--- src/rtl/apb_slave_regfile.sv ---
// APB completer backed by a local register bank.
// Register 0 is a read-only ID word; the rest are plain read/write storage.
// Wait states and error responses are generated from the latched setup-phase address.
module apb_slave_regfile #(
    parameter int unsigned             ADDR_WIDTH  = 32,
    parameter int unsigned             DATA_WIDTH  = 32,
    parameter int unsigned             SLV_COUNT   = 4,
    parameter int unsigned             SLV_IDX     = 0,
    parameter int unsigned             REG_COUNT   = 16,
    parameter logic [ADDR_WIDTH-1:0]   BASE_ADDR   = 32'h0000_1000,
    parameter int unsigned             WAIT_CYCLES = 0,
    parameter logic [DATA_WIDTH-1:0]   ID_VALUE    = 32'hA9B0_0001
) (
    input  logic                  PCLK,
    input  logic                  PRESET,
    input  logic [ADDR_WIDTH-1:0] PADDR,
    input  logic                  PWRITE,
    input  logic [SLV_COUNT-1:0]  PSEL,
    input  logic                  PENABLE,
    input  logic [DATA_WIDTH-1:0] PWDATA,
    output logic                  PREADY,
    output logic [DATA_WIDTH-1:0] PRDATA,
    output logic                  PSLVERR
);

    localparam int unsigned IDXW = $clog2(REG_COUNT);

    typedef enum logic [1:0] {
        S_IDLE,
        S_WAIT,
        S_DONE
    } state_t;

    state_t                  state_q, state_d;
    logic [3:0]              wcnt_q, wcnt_d;
    logic [ADDR_WIDTH-1:0]   addr_q, addr_d;
    logic                    write_q, write_d;
    logic [DATA_WIDTH-1:0]   wdata_q, wdata_d;
    logic                    pready_q, pready_d;
    logic [DATA_WIDTH-1:0]   prdata_q, prdata_d;
    logic                    pslverr_q, pslverr_d;
    logic [DATA_WIDTH-1:0]   regs_q [REG_COUNT];
    logic [DATA_WIDTH-1:0]   regs_d [REG_COUNT];

    logic                    sel;
    logic                    enter_done;
    logic                    rsp_err;
    logic [IDXW-1:0]         rsp_idx;
    logic                    cur_err;
    logic [IDXW-1:0]         cur_idx;
    logic                    unused_psel;

    assign sel         = PSEL[SLV_IDX];
    assign unused_psel = ^PSEL;

    // Error when outside the block window, misaligned, or writing the read-only ID register.
    function automatic logic addr_err(input logic [ADDR_WIDTH-1:0] a, input logic wr);
        logic hit;
        logic aligned;
        logic ro;
        hit     = (a[ADDR_WIDTH-1:IDXW+2] == BASE_ADDR[ADDR_WIDTH-1:IDXW+2]);
        aligned = (a[1:0] == 2'b00);
        ro      = wr && (a[IDXW+1:2] == '0);
        return !hit || !aligned || ro;
    endfunction

    // Decode of the transfer held in the latch, used when committing a write.
    assign cur_err = addr_err(addr_q, write_q);
    assign cur_idx = addr_q[IDXW+1:2];

    // Decode of the transfer as it will be latched; the zero-wait path enters DONE
    // in the same edge that captures the setup phase, so the response looks through.
    assign rsp_err = addr_err(addr_d, write_d);
    assign rsp_idx = addr_d[IDXW+1:2];

    // Next-state, response and register-bank update logic.
    always_comb begin
        state_d    = state_q;
        wcnt_d     = wcnt_q;
        addr_d     = addr_q;
        write_d    = write_q;
        wdata_d    = wdata_q;
        pready_d   = 1'b0;
        prdata_d   = '0;
        pslverr_d  = 1'b0;
        regs_d     = regs_q;
        enter_done = 1'b0;

        unique case (state_q)
            S_IDLE: begin
                if (sel && !PENABLE) begin
                    addr_d  = PADDR;
                    write_d = PWRITE;
                    wdata_d = PWDATA;
                    wcnt_d  = 4'(WAIT_CYCLES);
                    if (WAIT_CYCLES == 0) begin
                        state_d    = S_DONE;
                        enter_done = 1'b1;
                    end else begin
                        state_d = S_WAIT;
                    end
                end
            end
            S_WAIT: begin
                if (!sel) begin
                    state_d = S_IDLE;
                    wcnt_d  = '0;
                end else begin
                    wcnt_d = wcnt_q - 4'd1;
                    if (wcnt_q == 4'd1) begin
                        state_d    = S_DONE;
                        enter_done = 1'b1;
                    end
                end
            end
            S_DONE: begin
                if (!sel) begin
                    state_d = S_IDLE;
                end else if (PENABLE) begin
                    if (write_q && !cur_err) begin
                        regs_d[cur_idx] = wdata_q;
                    end
                    state_d = S_IDLE;
                end else begin
                    pready_d  = pready_q;
                    prdata_d  = prdata_q;
                    pslverr_d = pslverr_q;
                end
            end
            default: begin
                state_d = S_IDLE;
            end
        endcase

        if (enter_done) begin
            pready_d  = 1'b1;
            pslverr_d = rsp_err;
            if (!write_d && !rsp_err) begin
                prdata_d = (rsp_idx == '0) ? ID_VALUE : regs_q[rsp_idx];
            end
        end
    end

    // State, latched transfer, registered outputs and register bank.
    always_ff @(posedge PCLK or posedge PRESET) begin
        if (PRESET) begin
            state_q   <= S_IDLE;
            wcnt_q    <= '0;
            addr_q    <= '0;
            write_q   <= 1'b0;
            wdata_q   <= '0;
            pready_q  <= 1'b0;
            prdata_q  <= '0;
            pslverr_q <= 1'b0;
            for (int unsigned i = 0; i < REG_COUNT; i++) begin
                regs_q[i] <= '0;
            end
        end else begin
            state_q   <= state_d;
            wcnt_q    <= wcnt_d;
            addr_q    <= addr_d;
            write_q   <= write_d;
            wdata_q   <= wdata_d;
            pready_q  <= pready_d;
            prdata_q  <= prdata_d;
            pslverr_q <= pslverr_d;
            regs_q    <= regs_d;
        end
    end

    assign PREADY  = pready_q;
    assign PRDATA  = prdata_q;
    assign PSLVERR = pslverr_q;

endmodule

--- config.mk ---
export PLATFORM = sky130hd
export DESIGN_NAME = apb_slave_regfile
export DESIGN_NICKNAME = d
export VERILOG_FILES = /design/src/rtl/apb_slave_regfile.sv
export SDC_FILE = /design/constraint.sdc
export NUM_CORES = 1
export LEC_CHECK = 0
export CORE_UTILIZATION = 45
export CTS_CLUSTER_SIZE = 16
export DETAILED_ROUTE_END_ITERATION = 7
export PLACE_DENSITY_LB_ADDON = 0.3
export SYNTH_ARGS = -nofsm -noshare
export SYNTH_HDL_FRONTEND = slang
export SYNTH_SLANG_ARGS = --single-unit
--- constraint.sdc ---
create_clock -name PCLK -period 25 [get_ports PCLK]
set_clock_uncertainty 0.15 [all_clocks]
set_input_delay 2.5 -clock PCLK [delete_from_list [all_inputs] [get_ports PCLK]]
set_output_delay 2.5 -clock PCLK [all_outputs]
set_load 0.02 [all_outputs]
==> metrics.txt <==
M1 WL 33.4 mm; Max clock buf depth 3; Pleak 0.0154 µW; Synth warnings 0; Num CTS Buffers 66; CP startpoint PENABLE; post-synth net total between 2000 and 2500; ys flop type dfrtp_1; CTS tree built; Clk pwr share 35.6%; met3 WL just under 4 mm; Cell Area, Synth just under 30000 µm²; # Post-CTS Setup Buffers 0; final setup fails 0; DP HPWL 43.4 mm; Critical Path Stages 10; vias in the first global route approximately 19000; uppermost routed layer met4; GP Congestion 0.753; largest net degree at the start of global routing 164; post-layout min period between 6 and 7 ns; fraction of layout cells with a size suffix above 1 36.2%; RR Startpoint state_q[1]; Max-Cap Viols 0; switching part of the total about a third; CP Class primary input to flop; Slowest cell on crit path nor4bb_1; final antenna-violating net count 0; Nets 2188; Final Hold Viols 0; Fin Setup TNS 0 ns; metal2 WL 35.1 mm; core area 64300 µm²; Clk pin slew, worst setup/hold paths roughly 0.060 ns; WP buf/inv 4; Mapped Avg Cell Area 13.9 µm²; total wire length 74.3 mm; DRC errors left 0; CTS root buf clkbuf_16; IO Pins 106; 1st-pass router iterations 5; number of antenna diodes 0; fmax 150 MHz; Hold Crit Class flop to flop; crit end category flop; crit share post-route around a quarter; via count 18100; power per cell area 82.8 nW/µm²; Flop pwr share a little over two fifths; initial antenna violation count 2; asr flop ratio synth 100%; Die ar. 66000 µm²; WL/cell about 25 µm; first-pass GRT wire length 117 mm; die extent in y 257 µm; unrepaired setup endpoints after global routing false; Startpoint Class primary input; FF+latch count, synth 604; Area Growth Syn to Fin 13.0%; Port Buf Inserts 102; Via density 6.00; Crit path top cell by count buf_4; critical path data required time 25.30 ns; Worst Path Max Fanout 52; Mapped Cells 2102; initial drt markers 1435; measured slew at the worst slew-check pin roughly 1.3 ns; cts hold-fix bufs 0; row count just over 90; R2R cell count 9; Gates resized, CTS repair 0; Top Family by Delay on Critical Path buffers and inverters; Post-synth EDFFs 0; Core Util, Final 51.3%; sequential element share of the synthesized area 51.7%; clk sinks 604; Total Routing Usage GR 23.1%; switching power summed over all nets around 900 µW; Rel. slew slack a little over an eighth; die width 257 µm; flop-to-flop setup slack between 20 and 25 ns; Pint 1830 µW; worst-skew pair later-pin latency 0.60 ns; grt ovf 0; Logic pwr share 21.3%; CP cell instances clkdlybuf4s50_1, nor4bb_1, a21oi_4, buf_4, inv_4, buf_4, mux2i_1, a221oi_1, nor4_1, o21ai_0; Critical Path Sink PRDATA[23]; count of cell types in the netlist 49; H-tree Lvls 3; VDD IR max 0.0754 mV; RR Endpoint PRDATA[23]; crit path DAT between 6 and 7 ns; status finished clean; Slew Viols, Final 0; CP max stage delay 0.90 ns; Initial Util 45.4%
[cells in the final DEF, fill, tap and decap left out, types with 46 or more instances in the layout]
| master | count |
|---|---|
| nand2_1 | 127 |
| o21ai_0 | 60 |
| mux4_2 | 119 |
| clkbuf_16 | 69 |
| mux2i_1 | 183 |
| buf_4 | 46 |
| dfrtp_1 | 602 |
| clkdlybuf4s50_1 | 100 |
| a211oi_1 | 48 |
| mux2_2 | 481 |
[per-layer routing]
layer / up-vias / GRT usage, %
met4: 0 / 7.03
met1: 9653 / 32.3
li1: 7836 / -
met5: - / 0
met3: 125 / 4.43
met2: 466 / 36.4
[cell usage after synthesis (21+ instances only)]
master      n  area share (%)
a211oi_1   48             1.2
mux4_2    119             9.2
dfrtp_1   604              52
nand3_1    36            0.62
clkbuf_1   83             1.1
nand2_1   127             1.6
buf_2      48            0.82
buf_1      50            0.64
o21ai_0    60             1.0
and2_1     26            0.56
mux2i_1   185             6.3
buf_4      21            0.54
mux2_2    481              19
o22ai_1    39            0.84
a2111o_1   24            0.92
mux2_1     33             1.3
[stage by stage]
stage,area (µm²),total power (µW),hold WS (ns),cells,worst slack [ns]
after floorplan,29200,1550,0.287,2102,5.44
after global placement,30900,1760,0.227,2901,17.78
after detailed placement,30900,1780,0.234,2901,17.77
after CTS,33000,2750,0.248,3014,18.40
after global routing,33000,2850,0.260,3014,18.01
final,33000,2730,0.244,3014,18.32
[worst min-delay path by stage]
stage | from | end | slack [ns] | cells past startpoint
3_5_place_dp | regs_q[510] | regs_q[510] | 0.23 | 0
3_3_place_gp | regs_q[510] | regs_q[510] | 0.23 | 0
5_1_grt | regs_q[498] | regs_q[498] | 0.26 | 0
4_1_cts | regs_q[510] | regs_q[510] | 0.25 | 0
6_report | regs_q[510] | regs_q[510] | 0.24 | 0
2_1_floorplan | addr_q[30] | addr_q[30] | 0.29 | 2
[worst register-to-register path, cell delays in order (launching register included)]
cell and delay (ns):
dfrtp_1 0.48, nor4bb_1 0.90, a21oi_4 0, buf_4 0.34, inv_4 0.75, buf_4 0.74
mux2i_1 0.32, a221oi_1 0.12, nor4_1 0.62, o21ai_0 0.15
[area by class of cell]
cell class,instances,area [µm²]
Inverter,6,32.5
Timing Repair Buffer,149,1380
Tap cell,855,1070
Fill cell,5288,31300
Clock buffer,99,2010
Multi-Input combinational cell,1287,13300
Sequential cell,604,15100
Clock inverter,14,155
[flip-flops by register name, summed over array words and instances, names as in the netlist]
signal / count
PRDATA: 32
PSLVERR: 1
regs_q: 504
wdata_q: 32
PREADY: 1
state_q: 1
addr_q: 32
write_q: 1
[power by group through the flow]
| stage | clock (µW) | sequential [µW] | combinational, µW |
|---|---|---|---|
| floorplan | 0 | 1090 | 465 |
| global placement | 0 | 1180 | 579 |
| detailed placement | 0 | 1190 | 584 |
| CTS | 995 | 1170 | 585 |
| global route | 1030 | 1190 | 619 |
| finish | 974 | 1180 | 582 |
[kinds of logic after synthesis]
kind of cell    synth area share, %
mux                            35.4
flops                          51.7
simple gates                   4.64
buf+inv                        3.26
compound gates                 4.88
fa+ha+maj                    0.0856
xor+xnor                     0.0300
Note: power is estimated with default switching activity, not from simulation.
